===== config.mk =====
export PLATFORM = sky130hd
export DESIGN_NAME = present80_enc_core_flat
export DESIGN_NICKNAME = d
export VERILOG_FILES = /design/src/rtl/present80_enc_core_if.sv /design/src/rtl/present80_enc_core.sv /design/src/flat_wrapper.sv
export SDC_FILE = /design/constraint.sdc
export NUM_CORES = 1
export LEC_CHECK = 0
export ABC_AREA = 1
export BUFFER_PORTS_ARGS = -buffer_cell sky130_fd_sc_hd__buf_2
export CORE_UTILIZATION = 35
export CTS_CLUSTER_DIAMETER = 80
export DETAILED_ROUTE_END_ITERATION = 8
export PLACE_DENSITY = 0.53
export SLEW_MARGIN = 10
export SYNTH_ARGS = -nofsm -noshare
export SYNTH_HDL_FRONTEND = slang
export SYNTH_SLANG_ARGS = --single-unit
export TNS_END_PERCENT = 10

===== constraint.sdc =====
create_clock -name clk -period 5.4 [get_ports clk]
set_clock_uncertainty 0.1 [all_clocks]
set_input_delay 1.08 -clock clk [delete_from_list [all_inputs] [get_ports clk]]
set_output_delay 1.08 -clock clk [all_outputs]
set_load 0.05 [all_outputs]

===== src/rtl/present80_enc_core_if.sv =====
// Handshake/data bundle for present80_enc_core.
//   in_valid/in_ready   : plaintext + key request (source -> core)
//   plaintext[63:0]     : block to encrypt
//   key[79:0]           : cipher key
//   out_valid/out_ready : ciphertext response (core -> consumer)
//   ciphertext[63:0]    : registered result
//   busy                : core is running rounds
interface present80_enc_core_if;
    logic        in_valid;
    logic        in_ready;
    logic [63:0] plaintext;
    logic [79:0] key;
    logic        out_valid;
    logic        out_ready;
    logic [63:0] ciphertext;
    logic        busy;

    modport master (
        output in_valid, plaintext, key, out_ready,
        input  in_ready, out_valid, ciphertext, busy
    );

    modport slave (
        input  in_valid, plaintext, key, out_ready,
        output in_ready, out_valid, ciphertext, busy
    );
endinterface


===== src/rtl/present80_enc_core.sv =====
// Iterative PRESENT-80 encryption: one full round per clock.
//   clk      : sole clock, rising edge
//   rst      : synchronous, active-high reset
//   bus      : slave side of present80_enc_core_if (request, response, busy)
//   ROUNDS   : number of full rounds (1..31), 31 = standard PRESENT-80
// Accept in IDLE -> ROUNDS cycles in RUN -> hold result in DONE until out_ready.
module present80_enc_core #(
    parameter int ROUNDS = 31
) (
    input  logic                  clk,
    input  logic                  rst,
    present80_enc_core_if.slave   bus
);
    localparam logic [1:0] IDLE = 2'd0;
    localparam logic [1:0] RUN  = 2'd1;
    localparam logic [1:0] DONE = 2'd2;
    localparam logic [4:0] LAST = 5'(ROUNDS);

    logic [1:0]  fsm;
    logic [63:0] state_reg;
    logic [79:0] key_reg;
    logic [4:0]  rc;
    logic [63:0] ct_reg;
    logic        ov;

    function automatic logic [3:0] sbox(input logic [3:0] x);
        case (x)
            4'h0: sbox = 4'hC;  4'h1: sbox = 4'h5;  4'h2: sbox = 4'h6;  4'h3: sbox = 4'hB;
            4'h4: sbox = 4'h9;  4'h5: sbox = 4'h0;  4'h6: sbox = 4'hA;  4'h7: sbox = 4'hD;
            4'h8: sbox = 4'h3;  4'h9: sbox = 4'hE;  4'hA: sbox = 4'hF;  4'hB: sbox = 4'h8;
            4'hC: sbox = 4'h4;  4'hD: sbox = 4'h7;  4'hE: sbox = 4'h1;  default: sbox = 4'h2;
        endcase
    endfunction

    // Round datapath: addRoundKey -> S-layer -> P-layer
    logic [63:0] t, s, p;
    assign t = state_reg ^ key_reg[79:16];

    genvar gi;
    generate
        for (gi = 0; gi < 16; gi++) begin : g_sbox
            assign s[4*gi +: 4] = sbox(t[4*gi +: 4]);
        end
        // bit j moves to 16*j mod 63; bit 63 is a fixed point
        for (gi = 0; gi < 63; gi++) begin : g_perm
            assign p[(16*gi) % 63] = s[gi];
        end
    endgenerate
    assign p[63] = s[63];

    // Key schedule runs alongside the round, from the pre-round key
    logic [79:0] krot, knext;
    always_comb begin
        krot          = {key_reg[18:0], key_reg[79:19]};
        knext         = krot;
        knext[79:76]  = sbox(krot[79:76]);
        knext[19:15]  = krot[19:15] ^ rc;
    end

    always_ff @(posedge clk) begin
        if (rst) begin
            fsm       <= IDLE;
            state_reg <= '0;
            key_reg   <= '0;
            rc        <= '0;
            ct_reg    <= '0;
            ov        <= 1'b0;
        end else begin
            case (fsm)
                IDLE: begin
                    if (bus.in_valid) begin
                        fsm       <= RUN;
                        state_reg <= bus.plaintext;
                        key_reg   <= bus.key;
                        rc        <= 5'd1;
                    end
                end
                RUN: begin
                    state_reg <= p;
                    key_reg   <= knext;
                    rc        <= rc + 5'd1;
                    if (rc == LAST) begin
                        // final whitening uses the key produced this same cycle
                        fsm    <= DONE;
                        ov     <= 1'b1;
                        ct_reg <= p ^ knext[79:16];
                    end
                end
                DONE: begin
                    if (bus.out_ready) begin
                        fsm <= IDLE;
                        ov  <= 1'b0;
                    end
                end
                default: fsm <= IDLE;
            endcase
        end
    end

    assign bus.in_ready   = (fsm == IDLE) && !rst;
    assign bus.out_valid  = ov;
    assign bus.ciphertext = ct_reg;
    assign bus.busy       = (fsm == RUN);
endmodule

===== src/flat_wrapper.sv =====
// flat-port wrapper written by rule: the top's interface ports become plain ports
module present80_enc_core_flat 
#(
    parameter int ROUNDS = 31
)
  (clk, rst, bus_in_valid, bus_plaintext, bus_key, bus_out_ready, bus_in_ready, bus_out_valid, bus_ciphertext, bus_busy);
  present80_enc_core_if bus_i ();
  input  logic clk;
  input  logic rst;
  input wire logic [$bits(bus_i.in_valid)-1:0] bus_in_valid;
  input wire logic [$bits(bus_i.plaintext)-1:0] bus_plaintext;
  input wire logic [$bits(bus_i.key)-1:0] bus_key;
  input wire logic [$bits(bus_i.out_ready)-1:0] bus_out_ready;
  output wire logic [$bits(bus_i.in_ready)-1:0] bus_in_ready;
  output wire logic [$bits(bus_i.out_valid)-1:0] bus_out_valid;
  output wire logic [$bits(bus_i.ciphertext)-1:0] bus_ciphertext;
  output wire logic [$bits(bus_i.busy)-1:0] bus_busy;
  assign bus_i.in_valid = bus_in_valid;
  assign bus_i.plaintext = bus_plaintext;
  assign bus_i.key = bus_key;
  assign bus_i.out_ready = bus_out_ready;
  assign bus_in_ready = bus_i.in_ready;
  assign bus_out_valid = bus_i.out_valid;
  assign bus_ciphertext = bus_i.ciphertext;
  assign bus_busy = bus_i.busy;
  present80_enc_core #(.ROUNDS(ROUNDS)) u_core (.clk(clk), .rst(rst), .bus(bus_i));
endmodule

Word-level counts from Yosys, hierarchy flattened
Memories as Yosys holds them, arrays and structs flattened. A register that Yosys moved wholly into a read port is not among the register bits.
Cells that the tools add are included.
{"block": "word_totals", "memories": 17, "mem_bits_rw": 0, "elab_cells": 57, "output_inout_bits": 67, "ff_bits": 216, "rom_bits": 1088, "inputBits": 148, "latch_bits": 0}
{"block": "op_classes", "n_div": 0, "n_shift": 0, "reduce_logical": 9, "magnitude_cmp": 0, "addsub": 1, "n_eq_ne": 6, "bitwise_logic": 3, "mux": 15, "multipliers": 0}
{"memory": "(name not given)", "words": 16, "width": 4, "read_ports": 1, "rd_clocked_by_memory_dff": 1, "write_ports": 0, "line_no": "present80_enc_core.sv:27", "source": "case (x)"}
{"memory": "(name not given)", "words": 16, "width": 4, "read_ports": 1, "rd_clocked_by_memory_dff": 0, "write_ports": 0, "line_no": "present80_enc_core.sv:27"}
{"memory": "(name not given)", "words": 16, "width": 4, "read_ports": 1, "rd_clocked_by_memory_dff": 0, "write_ports": 0, "line_no": "present80_enc_core.sv:27"}
{"memory": "(name not given)", "words": 16, "width": 4, "read_ports": 1, "rd_clocked_by_memory_dff": 0, "write_ports": 0, "line_no": "present80_enc_core.sv:27"}
{"memory": "(name not given)", "words": 16, "width": 4, "read_ports": 1, "rd_clocked_by_memory_dff": 0, "write_ports": 0, "line_no": "present80_enc_core.sv:27"}
{"memory": "(name not given)", "words": 16, "width": 4, "read_ports": 1, "rd_clocked_by_memory_dff": 0, "write_ports": 0, "line_no": "present80_enc_core.sv:27"}
{"memory": "+11 memories"}
{"cell": "80-bit one-hot mux with 2 select lines", "count": 1}
{"cell": "64-bit one-hot mux with 2 select lines", "count": 1}
{"cell": "64-bit XOR", "count": 2}
{"cell": "80-bit 2-to-1 mux", "count": 1}
{"cell": "64-bit 2-to-1 mux", "count": 1}
{"cell": "5-bit one-hot mux with 2 select lines", "count": 1}
{"cell": "4-bit 2-to-1 mux", "count": 2}
{"cell": "2-bit 2-to-1 mux", "count": 3}
{"cell": "2-bit one-hot mux with 3 select lines", "count": 1}
{"cell": "3-bit AND reduction", "count": 2}
{"cell": "5-bit by 1-bit adder with 5-bit output (second input constant)", "count": 1}
{"cell": "5-bit == test (second input constant)", "count": 1}
{"cell": "5-bit 2-to-1 mux", "count": 1}
{"cell": "5-bit XOR", "count": 1}
{"cell": "2-bit != test (second input constant)", "count": 2}
{"cell": "2-bit AND reduction", "count": 2}
{"cell": "2-bit nonzero test", "count": 2}
{"cell": "2-bit by 1-bit == test with 1-bit output (second input constant)", "count": 1}
{"cell": "2-bit == test (second input constant)", "count": 1}
{"cell": "2-bit logical NOT", "count": 1}
{"cell": "1-bit 2-to-1 mux", "count": 2}
{"cell": "2-bit by 1-bit != test with 1-bit output (second input constant)", "count": 1}
{"cell": "1-bit one-hot mux with 2 select lines", "count": 1}
{"cell": "1-bit logical AND", "count": 1}
{"cell": "1-bit logical NOT", "count": 1}

Longest topological paths before layout
{"block": "depth", "word_depth": 5, "mapped_depth": 13, "ltp_nobuf": 13}

Worst setup path before layout
OpenSTA, ideal clock, no wires.
{"block": "synth_path", "kind": "input to output", "from": "input rst", "to": "output bus_in_ready", "t_arrival_ns": 2.317, "path_buffers": 1, "required_ns": 4.220, "path_slack_ns": 1.903, "cell_stages": 2, "path_cell_list": "clkbuf_1 -> nor3_1"}
{"block": "synth_via", "elab_chain_len": 2}
{"element": "start: declaration", "line_no": "flat_wrapper.sv:9", "source": "input logic rst;"}
{"element": "1-bit logical NOT", "line_no": "present80_enc_core.sv:100", "source": "assign bus.in_ready = (fsm == IDLE) && !rst;"}
{"element": "1-bit logical AND", "line_no": "present80_enc_core.sv:100"}
{"element": "end: declaration", "line_no": "flat_wrapper.sv:14", "source": "output wire logic [$bits(bus_i.in_ready)-1:0] bus_in_ready;"}
No other way between the ends.

Worst setup path after layout
{"block": "layout_path", "from": "register u_core.fsm[0]", "to": "output bus_busy"}
{"block": "layout_via", "elab_chain_len": 1}
{"element": "start: declaration", "line_no": "present80_enc_core.sv:19", "source": "logic [1:0] fsm;"}
{"element": "start signal: assignment", "line_no": "present80_enc_core.sv:62", "source": "fsm <= IDLE;"}
{"element": "start signal: assignment", "line_no": "present80_enc_core.sv:72", "source": "fsm <= RUN;"}
{"element": "start signal: assignment", "line_no": "present80_enc_core.sv:84", "source": "fsm <= DONE;"}
{"element": "2-bit by 1-bit == test with 1-bit output", "line_no": "present80_enc_core.sv:103", "source": "assign bus.busy = (fsm == RUN);"}
{"element": "end: declaration", "line_no": "flat_wrapper.sv:17", "source": "output wire logic [$bits(bus_i.busy)-1:0] bus_busy;"}
No other way between the ends.

==> run summary <==
The run gives 1.95 ns as the smallest setup slack after layout. The kind of cell with the highest combined delay along the critical path is flip-flops. The final antenna diode count is 0. The initial utilization of the core area, before any placement, comes to 35.7%. For this run the aggregate overflow at the end of global routing stands at 0. The total number of nets in the final design was 2605. The global-route usage over all layers was 25.6%; the via count was 14600. Cells with a size suffix above 1 make up 13.6% of the layout. Most common cell after layout, fill and taps aside: sky130_fd_sc_hd__nand2_1. The number of H-tree levels is 1, and the filler-free cell count of the finished design is 2915. The first global-routing pass estimated 80.8 mm of wire. The HPWL after detailed placement was 40.1 mm. Area fraction of the dominant cell type after synthesis: 30.8%.

TritonCTS created 28 clock buffers. The tools report the net count of the mapped netlist as 2454. The cell area that synthesis handed to floorplanning was 14300 sq um.

Once layout is done, the placed cells without fillers occupy 16600 sq um. The top cell types in the final layout, fill and taps aside, are 750 x sky130_fd_sc_hd__nand2_1, 258 x sky130_fd_sc_hd__inv_1, 254 x sky130_fd_sc_hd__nand3_1, 219 x sky130_fd_sc_hd__dfxtp_1, 214 x sky130_fd_sc_hd__buf_2. In the final routed layout, each cell accounts on average for 18.3 um. Clock-pin slew was measured on the worst setup and hold paths at 0.06 ns.

Setup repair after global routing left no endpoint under its margin. The worst setup path is launched from a flip-flop. The register with the most flip-flops in the layout has 80 of them. The static leakage power came out at 8.41 nW. The number of pins exceeding their max-slew limit in the final report is 0. For the number of cell rows, the log shows 73. The kind of critical path was flip-flop to output port.

The run gives 41600 sq um as the die footprint. The instance count of the mapped netlist is 2219, and the number of filler cells placed in the layout is 4331. From bottom edge to top edge, the die measures 204 um.

Max-cap violations in this run came to 0. The via count of the first global-routing pass came out at 13700. TritonCTS built the clock tree.

The run finished with clean final reports. The number of placed instances, taps included, is 2865. IR analysis of the VDD net gives a maximum drop of 0.000217 V.

The run gives 2.93% as the met3 track utilization from global routing. For the worst setup path, the data required time is 4.22 ns. CTS saw 220 sinks. Pin placement for this block handled 215 I/O pins. The logs give 0 for the number of warnings issued by yosys and 40000 sq um for the core area.

The first TritonRoute pass finished after 5 iterations. At the pin with the least slew margin, the transition time is 0.919 ns. Summing the sequential cell areas from Yosys gives 30.8% of the chip area. For this run, global-route usage on met1 was measured as 35.4%. Type of element capturing the critical path: an output port. Before CTS, the worst setup slack after placement is 2.34 ns. In the routed layout, each cell is associated on average with a via count of 5.02. Summing all placed instances gives a cell area of 15700 sq um. The DRC violation count after routing came out at 0. The detailed router finished its first iteration with 1217 violations. Final cell utilization of the core: 41.4%. The pin count of the biggest net entering global routing was 235; the count of input and output buffers was 214. For this design the ratio of total power to cell area is 332 nW/um^2. The tools report the root buffer cell as sky130_fd_sc_hd__clkbuf_16. The tools report the hold buffer count at CTS as 0. In this run the most used layer during global routing was met2. The worst hold margin is 0.382 ns.

Measured along the x axis, the die boundary spans 204 um. After routing, the total negative slack on setup checks comes to 0 ns. After synthesis, the mean cell area works out to 6.44 sq um. The endpoint arrival time on the critical path came out at 2.27 ns. The critical path goes through inv_2 > nor2_4 > buf_2. The count of flip-flops with a built-in enable after synthesis was 0. The largest incremental delay on the critical path works out to 0.69 ns. Setup violations remaining at the end of the flow were counted as 0. Summed over all layers, the routed wires come to 53.4 mm. The post-route minimum period was 3.45 ns; the share of the cycle needed by the critical path after routing was 63.9%. The total of cells resized after clock tree synthesis is 0, and the number of endpoints with negative hold slack in the final report is 0. Buffers added to address setup during post-CTS repair amount to 0.

For the total chip power, the log shows 5.50 mW. The maximum frequency from static timing analysis was 290 MHz; the number of synthesized register bits was 220. By area the synthesized netlist is led by sky130_fd_sc_hd__dfxtp_1 31%, sky130_fd_sc_hd__nand2_1 20%, sky130_fd_sc_hd__nand3_1 8.9%. The most area-hungry cell type in the Yosys netlist was sky130_fd_sc_hd__dfxtp_1.

The count of buffer and inverter cells on the critical path is 2. The unique cell type count in the Yosys netlist was 36; the share of synthesized flip-flops with an asynchronous set or reset was 0%. Of all nets on the critical path, the largest fanout is 22. Among all flip-flop cells after synthesis, the most frequent one is sky130_fd_sc_hd__dfxtp_1.

Once detail routing completed, the nets flagged for antenna violations numbered 0. Measured against its own limit, the worst slew margin works out to 38.7%. The logs give 0 for the number of antenna violations at the first check in global routing and 0.888 for the global placement routability congestion. The run gives 3 as the buffer depth of the longest clock path. The relative area change from synthesis to final layout came out at 16.0%. The tools report the global routing met2 resource utilization as 40.4%. In this run the worst hold path is classified as flip-flop to flip-flop. The clock reaches the later pin of the worst-skew pair after 0.57 ns. For this design, the slowest cell found on the critical path is sky130_fd_sc_hd__dfxtp_2.
## report_power, final
| group | switching, mW | internal (mW) |
|---|---|---|
| Clock | 0.750 | 1.13 |
| Sequential | 0.181 | 1.75 |
| Combinational | 1.14 | 0.551 |
## worst paths after layout
check	start	endpoint	slack, ns	depth (start not counted)
worst max register to register	u_core.fsm[0]	u_core.knext[76]	2.67	10
worst min-delay path	u_core.state_reg[0]	u_core.state_reg[0]	0.38	2
worst min register to register	u_core.state_reg[0]	u_core.state_reg[0]	0.38	2
worst max-delay path	u_core.fsm[0]	bus_busy	1.95	3
## per-layer routing
metal	vias up	wire, um
li1	7456	-
met1	6678	25000
met2	408	23200
met3	80	2990
met4	0	2170
met5	-	0
## kinds of logic after synthesis
group           after synthesis  share of synthesized area [%]
compound gates              397                           16.1
buf+inv                     363                           10.2
xor+xnor                     49                           3.00
flops                       220                           30.8
simple gates               1103                           32.2
fa+ha+maj                    87                           7.62
## cells in the mapped netlist, drive strengths merged, types with 2 or more instances
cell type	instances
nand2	753
ha	87
o21bai	3
nand3	254
xnor2	19
or2	48
inv	262
nor3	2
a21oi	74
nor2	43
buf	52
clkbuf	49
dfxtp	220
o21a	48
o31ai	2
a31oi	76
a211oi	22
o21ai	168
xor2	30
## worst register-to-register path: stages, from the launching register on
cell and delay, ns:
sky130_fd_sc_hd__dfxtp_2 0.69, sky130_fd_sc_hd__inv_2 0.13, sky130_fd_sc_hd__nor2_4 0.51, sky130_fd_sc_hd__nand3_1 0.25
sky130_fd_sc_hd__nand2_1 0.20, sky130_fd_sc_hd__a21oi_2 0.11, sky130_fd_sc_hd__ha_1 0.31, sky130_fd_sc_hd__nand3b_1 0.17
sky130_fd_sc_hd__nand2_1 0.09, sky130_fd_sc_hd__nand2_1 0.05, sky130_fd_sc_hd__nand2_1 0.06
## final cells by class
type | count | area, sq um | share of cell area [%]
Multi-Input combinational cell | 1636 | 8440 | 50.9
Sequential cell | 220 | 4410 | 26.6
Timing Repair Buffer | 222 | 1180 | 7.13
Inverter | 262 | 991 | 5.98
Clock buffer | 42 | 815 | 4.91
Tap cell | 525 | 657 | 3.96
Clock inverter | 8 | 90.1 | 0.543
Note: power is estimated with default switching activity, not from simulation.
